### src/rtl/game_pkg.sv
// Shared game constants: playfield geometry, spawn point, colours and blink state encoding.
package game_pkg;

   localparam int TILE_SIZE   = 32;
   localparam int GRID_COLS   = 20;
   localparam int GRID_ROWS   = 15;
   localparam int ACTIVE_ROWS = 480;

   localparam int SPAWN_X = 10;
   localparam int SPAWN_Y = 15;

   // Colours are packed {R[2:0], G[2:0], B[2:0]}.
   localparam logic [8:0] RGB_BLACK  = 9'b000_000_000;
   localparam logic [8:0] RGB_YELLOW = 9'b111_111_000;

   typedef enum logic {
      BLINK_IDLE = 1'b0,
      BLINK_ON   = 1'b1
   } blink_state_t;

endpackage

### src/rtl/player_sprite_rom.sv
// Combinational 8x8 player bitmap: row 0 is the top, bit 7 is the leftmost pixel.
module player_sprite_rom (
   input  logic [2:0] row_idx,
   output logic [7:0] row_bits
);

   always_comb begin
      // NOTE: default assignment first so every path drives row_bits and no latch is inferred.
      row_bits = 8'b0000_0000;
      unique case (row_idx)
         3'd0: row_bits = 8'b0011_1100;
         3'd1: row_bits = 8'b0111_1110;
         3'd2: row_bits = 8'b1101_1011;
         3'd3: row_bits = 8'b1111_1111;
         3'd4: row_bits = 8'b1111_1111;
         3'd5: row_bits = 8'b0110_0110;
         3'd6: row_bits = 8'b0100_0010;
         3'd7: row_bits = 8'b0010_0100;
         default: row_bits = 8'b0000_0000;
      endcase
   end

endmodule

### src/rtl/player_renderer.sv
// Player sprite renderer: per-frame position snapshot, tile hit test, 3-stage pixel pipeline.
// Define PLAYER_BLINK_EN to compile in the respawn blink FSM.
module player_renderer
   import game_pkg::*;
#(
   parameter int         TILE_SIZE    = game_pkg::TILE_SIZE,
   parameter int         GRID_COLS    = game_pkg::GRID_COLS,
   parameter int         GRID_ROWS    = game_pkg::GRID_ROWS,
   parameter int         ACTIVE_ROWS  = game_pkg::ACTIVE_ROWS,
   parameter logic [8:0] SPRITE_RGB   = game_pkg::RGB_YELLOW,
   parameter int         BLINK_FRAMES = 64,
   parameter int         BLINK_PERIOD = 8
)(
   input  logic       i_Clk,
   input  logic       i_reset,
   input  logic [9:0] i_player_x,
   input  logic [9:0] i_player_y,
   input  logic       i_player_reset,
   input  logic [9:0] i_col_count,
   input  logic [9:0] i_row_count,
   input  logic       i_video_active,
   output logic       o_video_active,
   output logic       o_pixel_on,
   output logic [2:0] o_red,
   output logic [2:0] o_green,
   output logic [2:0] o_blue
);

   localparam int TILE_SHIFT = $clog2(TILE_SIZE);
   localparam int IDX_SHIFT  = TILE_SHIFT - 3;

   localparam logic [9:0] TILE_W    = 10'(TILE_SIZE);
   localparam logic [9:0] COLS_W    = 10'(GRID_COLS);
   localparam logic [9:0] ROWS_W    = 10'(GRID_ROWS);
   localparam logic [9:0] ACTIVE_W  = 10'(ACTIVE_ROWS);
   localparam logic [9:0] SPAWN_X_W = 10'(SPAWN_X);
   localparam logic [9:0] SPAWN_Y_W = 10'(SPAWN_Y);

   logic       frame_tick;
   logic [9:0] sx, sy;
   logic       blink_visible;

   assign frame_tick = (i_row_count == ACTIVE_W) && (i_col_count == 10'd0);

   // Snapshot in vertical blanking so mid-frame moves never tear the sprite.
   always_ff @(posedge i_Clk) begin
      // NOTE: sequential state uses non-blocking assignments so all registers update together at the edge.
      if (i_reset) begin
         sx <= SPAWN_X_W;
         sy <= SPAWN_Y_W;
      end else if (frame_tick) begin
         sx <= i_player_x;
         sy <= i_player_y;
      end
   end

`ifdef PLAYER_BLINK_EN
   localparam int         BLINK_BIT = $clog2(BLINK_PERIOD);
   localparam logic [6:0] FCNT_LAST = 7'(BLINK_FRAMES - 1);

   blink_state_t state;
   logic [6:0]   fcnt;
   logic [6:0]   fcnt_next;

   assign fcnt_next = fcnt + 7'd1;

   // Respawn pulse wins over the frame tick, so a coincident tick restarts at fcnt=0.
   always_ff @(posedge i_Clk) begin
      if (i_reset) begin
         state         <= BLINK_IDLE;
         fcnt          <= 7'd0;
         blink_visible <= 1'b1;
      end else if (i_player_reset) begin
         state         <= BLINK_ON;
         fcnt          <= 7'd0;
         blink_visible <= 1'b1;
      end else if ((state == BLINK_ON) && frame_tick) begin
         if (fcnt == FCNT_LAST) begin
            state         <= BLINK_IDLE;
            fcnt          <= 7'd0;
            blink_visible <= 1'b1;
         end else begin
            fcnt          <= fcnt_next;
            blink_visible <= ~fcnt_next[BLINK_BIT];
         end
      end
   end
`else
   logic unused_player_reset;

   assign blink_visible       = 1'b1;
   assign unused_player_reset = i_player_reset;
`endif

   logic [9:0] sx_m1, sy_m1, ox, oy, dx, dy;
   logic       pos_valid, hit;

   always_comb begin
      sx_m1     = sx - 10'd1;
      sy_m1     = sy - 10'd1;
      ox        = sx_m1 << TILE_SHIFT;
      oy        = sy_m1 << TILE_SHIFT;
      dx        = i_col_count - ox;
      dy        = i_row_count - oy;
      pos_valid = (sx >= 10'd1) && (sx <= COLS_W) && (sy >= 10'd1) && (sy <= ROWS_W);
      // Tile never reaches the 10-bit limit for valid positions, so dx < TILE is an exact upper bound.
      hit       = pos_valid && (i_col_count >= ox) && (dx < TILE_W)
                            && (i_row_count >= oy) && (dy < TILE_W);
   end

   logic       s1_hit, s1_active;
   logic [2:0] s1_dx_idx, s1_dy_idx;
   logic       s2_pix, s2_active;
   logic [7:0] rom_row;

   player_sprite_rom u_rom (
      .row_idx  (s1_dy_idx),
      .row_bits (rom_row)
   );

   always_ff @(posedge i_Clk) begin
      if (i_reset) begin
         s1_hit         <= 1'b0;
         s1_active      <= 1'b0;
         s1_dx_idx      <= 3'd0;
         s1_dy_idx      <= 3'd0;
         s2_pix         <= 1'b0;
         s2_active      <= 1'b0;
         o_video_active <= 1'b0;
         o_pixel_on     <= 1'b0;
         {o_red, o_green, o_blue} <= RGB_BLACK;
      end else begin
         s1_hit         <= hit & blink_visible;
         s1_active      <= i_video_active;
         s1_dx_idx      <= dx[IDX_SHIFT +: 3];
         s1_dy_idx      <= dy[IDX_SHIFT +: 3];
         s2_pix         <= s1_hit & rom_row[3'd7 - s1_dx_idx];
         s2_active      <= s1_active;
         o_video_active <= s2_active;
         o_pixel_on     <= s2_pix & s2_active;
         {o_red, o_green, o_blue} <= (s2_pix & s2_active) ? SPRITE_RGB : RGB_BLACK;
      end
   end

endmodule

### config.mk
export PLATFORM = sky130hd
export DESIGN_NAME = player_renderer
export DESIGN_NICKNAME = d
export VERILOG_FILES = /design/src/rtl/game_pkg.sv /design/src/rtl/player_sprite_rom.sv /design/src/rtl/player_renderer.sv
export SDC_FILE = /design/constraint.sdc
export NUM_CORES = 1
export LEC_CHECK = 0
export CORE_AREA = 4 4 66 68
export CTS_BUF_LIST = sky130_fd_sc_hd__clkbuf_16
export CTS_CLUSTER_DIAMETER = 80
export DETAILED_ROUTE_END_ITERATION = 10
export DIE_AREA = 0 0 70 72
export GPL_TIMING_DRIVEN = 1
export PLACE_DENSITY = 0.83
export SYNTH_ARGS = -nofsm -noshare
export SYNTH_HDL_FRONTEND = slang
export SYNTH_SLANG_ARGS = --single-unit
### constraint.sdc
create_clock -name i_Clk -period 5.3 [get_ports i_Clk]
set_input_delay 1.325 -clock i_Clk [delete_from_list [all_inputs] [get_ports i_Clk]]
set_output_delay 1.325 -clock i_Clk [all_outputs]
set_load 0.01 [all_outputs]
==> qor.csv, run 1 <==
metric,value,unit
crit_required,5.48,ns
timing.critical_path.slowest_cell_delay,0.65,ns
layout_common_cells,"clkdlybuf4s50_1, dfxtp_1, nor2_1",
hp-start,s2_pix$_SDFF_PP0_,
final_area,2500,µm²
htree_levels,2,
synth_area_leaders,"dfxtp_1, ha_1, mux2i_1",
synth_top_area_share,0.351,
post_cts_buffers,0,
worstReg2RegStart,sy[0]$_SDFFE_PP1P_,
placed_area,2360,µm²
yosys_warnings,0,
wire_per_inst,12.7,µm
finalSetupTns,0,ns
start_util,0.488,
multi_input_area,1070,µm²
via_count,1499,
dr.pass1.iters,4,
period_share,0.719,
worstSkewPairLatency,0.27,ns
rows,23,
routabilityCongestion,0.905,
die_w,70,µm
clk_pin_slew_worst_paths,0.05,ns
die-area,5040,µm²
worst-path-max-fanout,2,
drive_gt1_frac,0.0661,
grt_pass1_wl,6330,µm
crit_chain,clkdlybuf4s50_1 -> inv_1 -> ha_1 -> inv_1 -> fa_1 -> or4b_2 -> nor4_1 -> nand4_1 -> nor4_1,
synth_cells,195,
via_per_inst,5.13,
end_kind,register,
worstRegToRegCells,7,
p_leak,0.00113,µW
pwr_density_cell,236,nW/µm²
cts_made_buffers,5,
startpoint_type,input pin,
maxSlewViolCount,0,
grt_max_degree,33,
period_minus_slack,3.81,ns
wl,3710,µm
drcViolationCount,0,
final_common_cell,clkdlybuf4s50_1,
cts_sinks,33,
syn_area_per_cell,9.64,µm²
grt_pass1_vias,1456,
portBuffers,50,
r2r_setup_slack,2.47,ns
drtAntennaViolNets,0,
cts-resized-gates,0,
grt_overflow_total,0,
diodes,0,
hold_path_depth,1,
clock_path_buffers,2,
hold_viol_final,0,
ys_seq_area_frac,0.351,
setup_viol,0,
seq_area,661,µm²
cp_data_arrival_time,3.99,ns
drtIter0Drc,46,
cp_top_family,simple AND/OR/NAND/NOR gates,
synth_top_cell_by_area,dfxtp_1,
critPathSlowestCell,or4b_2,
antenna_found_initial,0,
hold_slack,0.422,ns
cts_tree,built,
fin_worst_skew,0.00214,ns
core-area,3860,µm²
fmax,0.262,GHz
synthDistinctLibCells,37,
clk_root_buffer_cell,clkbuf_16,
hold_end,o_red[1]$_SDFF_PP0_,
max-vdd-ir-drop,0.268,mV
area_growth,32.7,%
outcome,finished clean,
timing.rr.end,s1_hit$_SDFF_PP0_,
synth-seq-cells,33,
nNetsFinal,302,
power,590,µW
crit_buf_inv,3,
die_y,72,µm
hold_buffers,0,
io_pins,55,
critical_path_class,in2reg,
synthesis.area,1880,µm²
dpl.hpwl,2940,µm
fillCellCount,327,
min-delay-path-class,reg2reg,
cap_violations,0,
grt_use_total,0.159,
rsz0062_at_grt,false,
-- metal layers --
metal / global-route usage / vias up / part of all wire / wire length, µm
met1: 0.169 / 687 / 0.42 / 1550
met3: 0.0693 / 8 / 0.059 / 218
met5: 0 / - / 0 / 0
li1: - / 761 / - / -
met4: 0.0660 / 0 / 0.023 / 85
met2: 0.278 / 43 / 0.50 / 1860
-- synthesized netlist by cell type --
cell,count
buf_4,9
buf_6,2
nand3b_1,2
and2_1,1
mux2i_1,16
inv_1,15
nor4b_1,1
nand4_1,3
xor2_1,6
and4bb_2,1
a21oi_1,4
nor4_4,1
a21o_1,2
dfxtp_1,33
o21ai_0,3
mux4_2,2
clkbuf_1,3
nor3_1,6
nor2b_1,8
o2111ai_1,1
ha_1,15
nor4_1,6
or3b_2,1
a211o_1,7
nand2_1,4
a21boi_0,1
nor3b_1,2
xnor2_1,5
nor2_1,25
fa_1,2
and3_1,2
or4_4,1
or4b_2,1
conb_1,1
nand3_4,1
o311a_1,1
or4_1,1
-- layout make-up --
type                            instances  share of cell area
Clock buffer                            5              0.0501
Clock inverter                          3             0.00551
Inverter                               15              0.0226
Multi-Input combinational cell        135               0.429
Sequential cell                        33               0.265
Tap cell                               50              0.0251
Timing Repair Buffer                   51               0.204
-- stage by stage --
step,utilization,instances,setup WS [ns]
after floorplan,-,197,2.03
after global placement,0.611,284,1.44
after detailed placement,0.611,284,1.32
after CTS,0.647,292,1.51
after global routing,0.647,292,1.47
final,0.647,292,1.49
-- sequential cells by signal, summed over array words and instances (netlist names) --
name            flops
s2_active           1
o_red               1
s1_active           1
u_rom.row_bits      4
s1_dx_idx           3
s1_hit              1
sy                 10
sx                 10
o_video_active      1
s2_pix              1
-- cells by family (layout without fill, tap and decap cells) --
group | after synthesis | count (layout) | share of synthesized area
AOI/OAI and AO/OA | 19 | 19 | 0.0732
xor gates and xnor gates | 11 | 11 | 0.0512
adders and majority gates | 17 | 17 | 0.121
buffers and inverters | 29 | 74 | 0.0838
DFF | 33 | 33 | 0.351
muxes | 18 | 18 | 0.109
other | 1 | 3 | 0.00199
and+or+nand+nor | 67 | 67 | 0.208
-- worst max-delay path by stage --
stage / slack, ns / end / start / cells past startpoint
CTS: 1.51 / s1_hit$_SDFF_PP0_ / i_row_count[5] / 9
floorplan: 2.03 / s1_hit$_SDFF_PP0_ / i_row_count[5] / 8
detailed placement: 1.32 / s1_hit$_SDFF_PP0_ / i_row_count[5] / 9
global placement: 1.44 / s1_hit$_SDFF_PP0_ / i_row_count[5] / 9
finish: 1.49 / s1_hit$_SDFF_PP0_ / i_row_count[5] / 9
global route: 1.47 / s1_hit$_SDFF_PP0_ / i_row_count[5] / 9
-- power breakdown --
group	switching (µW)	internal, µW	total, µW
registers	1.70	252	254
logic	26.5	43.9	70.3
clock network	95.4	170	265
(Power assumes the default switching activity.)
==> inputs of run 2 (changes only) <==
Settings changed: CORE_AREA 4 4 66 68 to 4 4 72 74, DIE_AREA 0 0 70 72 to 0 0 76 78, PLACE_DENSITY 0.83 to 0.74.
Clock period 5.3 ns to 3.1 ns, I/O delays scaled along.
==> run 2 against run 1 <==
Against the previous run:
- register-to-register slack got worse by 1.9 ns
- final area rose by 1.7%
- clock skew rose by 0.0011 ns
- critical path depth unchanged
==> qor.csv, run 2 (synthesized netlist as in run 1, its figures left out) <==
metric,value,unit,change
multi_input_area,1080,µm²,was 1070 µm²
io_pins,55,,unchanged
rows,25,,was 23
fillCellCount,427,,was 327
area_growth,35.0,%,was 32.7%
seq_area,661,µm²,unchanged
worstReg2RegStart,sy[0]$_SDFFE_PP1P_,,unchanged
die_w,76,µm,was 70 µm
critical_path_class,in2reg,,unchanged
hold_buffers,0,,unchanged
layout_common_cells,"clkdlybuf4s50_1, dfxtp_1, nor2_1",,unchanged
cp_data_arrival_time,3.13,ns,was 3.99 ns
dr.pass1.iters,4,,unchanged
clk_root_buffer_cell,clkbuf_16,,unchanged
clock_path_buffers,2,,unchanged
hp-start,s2_pix$_SDFF_PP0_,,unchanged
grt_pass1_vias,1419,,was 1456
pwr_density_cell,404,nW/µm²,was 236 nW/µm²
drtIter0Drc,70,,was 46
crit_required,3.29,ns,was 5.48 ns
period_minus_slack,2.94,ns,
worstSkewPairLatency,0.28,ns,was 0.27 ns
die-area,5930,µm²,was 5040 µm²
hold_viol_final,0,,unchanged
startpoint,i_row_count[5],,unchanged
wire_per_inst,13.0,µm,was 12.7 µm
p_leak,0.00114,µW,was 0.00113 µW
grt_use_total,0.135,,was 0.159
drcViolationCount,0,,unchanged
cap_violations,0,,unchanged
drive_gt1_frac,0.0820,,was 0.0661
htree_levels,2,,unchanged
outcome,finished clean,,unchanged
drtAntennaViolNets,0,,unchanged
final_common_cell,clkdlybuf4s50_1,,unchanged
grt_pass1_wl,6470,µm,was 6330 µm
end_kind,register,,unchanged
startpoint_type,input pin,,unchanged
via_count,1472,,was 1499
wl,3870,µm,was 3710 µm
cts-resized-gates,0,,unchanged
worst-path-max-fanout,2,,unchanged
max-vdd-ir-drop,0.221,mV,was 0.268 mV
nNetsFinal,304,,was 302
cts_tree,built,,unchanged
die_y,78,µm,was 72 µm
antenna_found_initial,0,,unchanged
grt_overflow_total,0,,unchanged
fmax,0.340,GHz,
maxSlewViolCount,0,,unchanged
cts_made_buffers,5,,unchanged
via_per_inst,4.94,,was 5.13
grt_max_degree,32,,was 33
rsz0062_at_grt,false,,unchanged
post_cts_buffers,0,,unchanged
fin_worst_skew,0.00319,ns,was 0.00214 ns
dpl.hpwl,3010,µm,was 2940 µm
diodes,0,,unchanged
power,1020,µW,was 590 µW
min-delay-path-class,reg2reg,,unchanged
cts_sinks,33,,unchanged
period_share,0.950,,
routabilityCongestion,0.868,,was 0.905
setup_viol,0,,unchanged
core-area,4600,µm²,was 3860 µm²
clk_pin_slew_worst_paths,0.05,ns,about the same
portBuffers,50,,unchanged
start_util,0.409,,was 0.488
hold_slack,0.423,ns,was 0.422 ns
[run 2: cell types whose count changed in the layout (fill, tap and decap cells not counted)]
cell / change
buf_4: +1
buf_12: +1
clkinvlp_4: +1
nor4_1: -1
inv_1: -1
nor4_2: +1
[run 2: worst paths after layout]
path / depth (start not counted) / endpoint / slack [ns]
setup / recovery: 9 / s1_hit$_SDFF_PP0_ / 0.16
hold / removal: 1 / o_red[1]$_SDFF_PP0_ / 0.42
setup reg to reg: 7 / s1_hit$_SDFF_PP0_ / 0.57
hold reg to reg: 1 / o_red[1]$_SDFF_PP0_ / 0.42
[run 2: final cells by class]
class                      instances  share of cell area
clock buffer                       5              0.0493
sequential                        33               0.260
timing repair buffer              53               0.211
multi-input combinational        135               0.424
tap                               54              0.0266
clock inverter                     3             0.00690
inverter                          15              0.0222
[run 2: metal layers]
layer	up-vias	track usage	share of wire
li1	763	-	-
met3	6	0.0394	0.056
met4	0	0.0480	0.015
met2	38	0.233	0.50
met5	-	0	0
met1	665	0.159	0.43
[run 2: per-stage QoR]
step	TNS (ns)	instances	util	area [µm²]	worst slack (ns)
5_1_grt	0	298	0.552	2540	0.0372
6_report	0	298	0.552	2540	0.156
3_5_place_dp	-0.241	290	0.520	2390	-0.241
4_1_cts	0	298	0.551	2530	0.0491
2_1_floorplan	0	197	-	1890	0.382
3_3_place_gp	-0.209	290	0.520	2390	-0.209
[run 2: power breakdown]
part	internal, µW	switching, µW	leakage, µW
combinational	75.9	46.3	0.000804
sequential	431	3.72	0.000268
clock	294	174	0.0000696
total	801	224	0.00114
[run 2: worst max-delay path, cell delays in order]
cell and delay [ns]:
clkdlybuf4s50_1 0.47, inv_1 0.04, ha_1 0.19, inv_1 0.07, fa_1 0.40, or4b_2 0.64, nor4_2 0.27, nand4_1 0.12
nor4_1 0.16
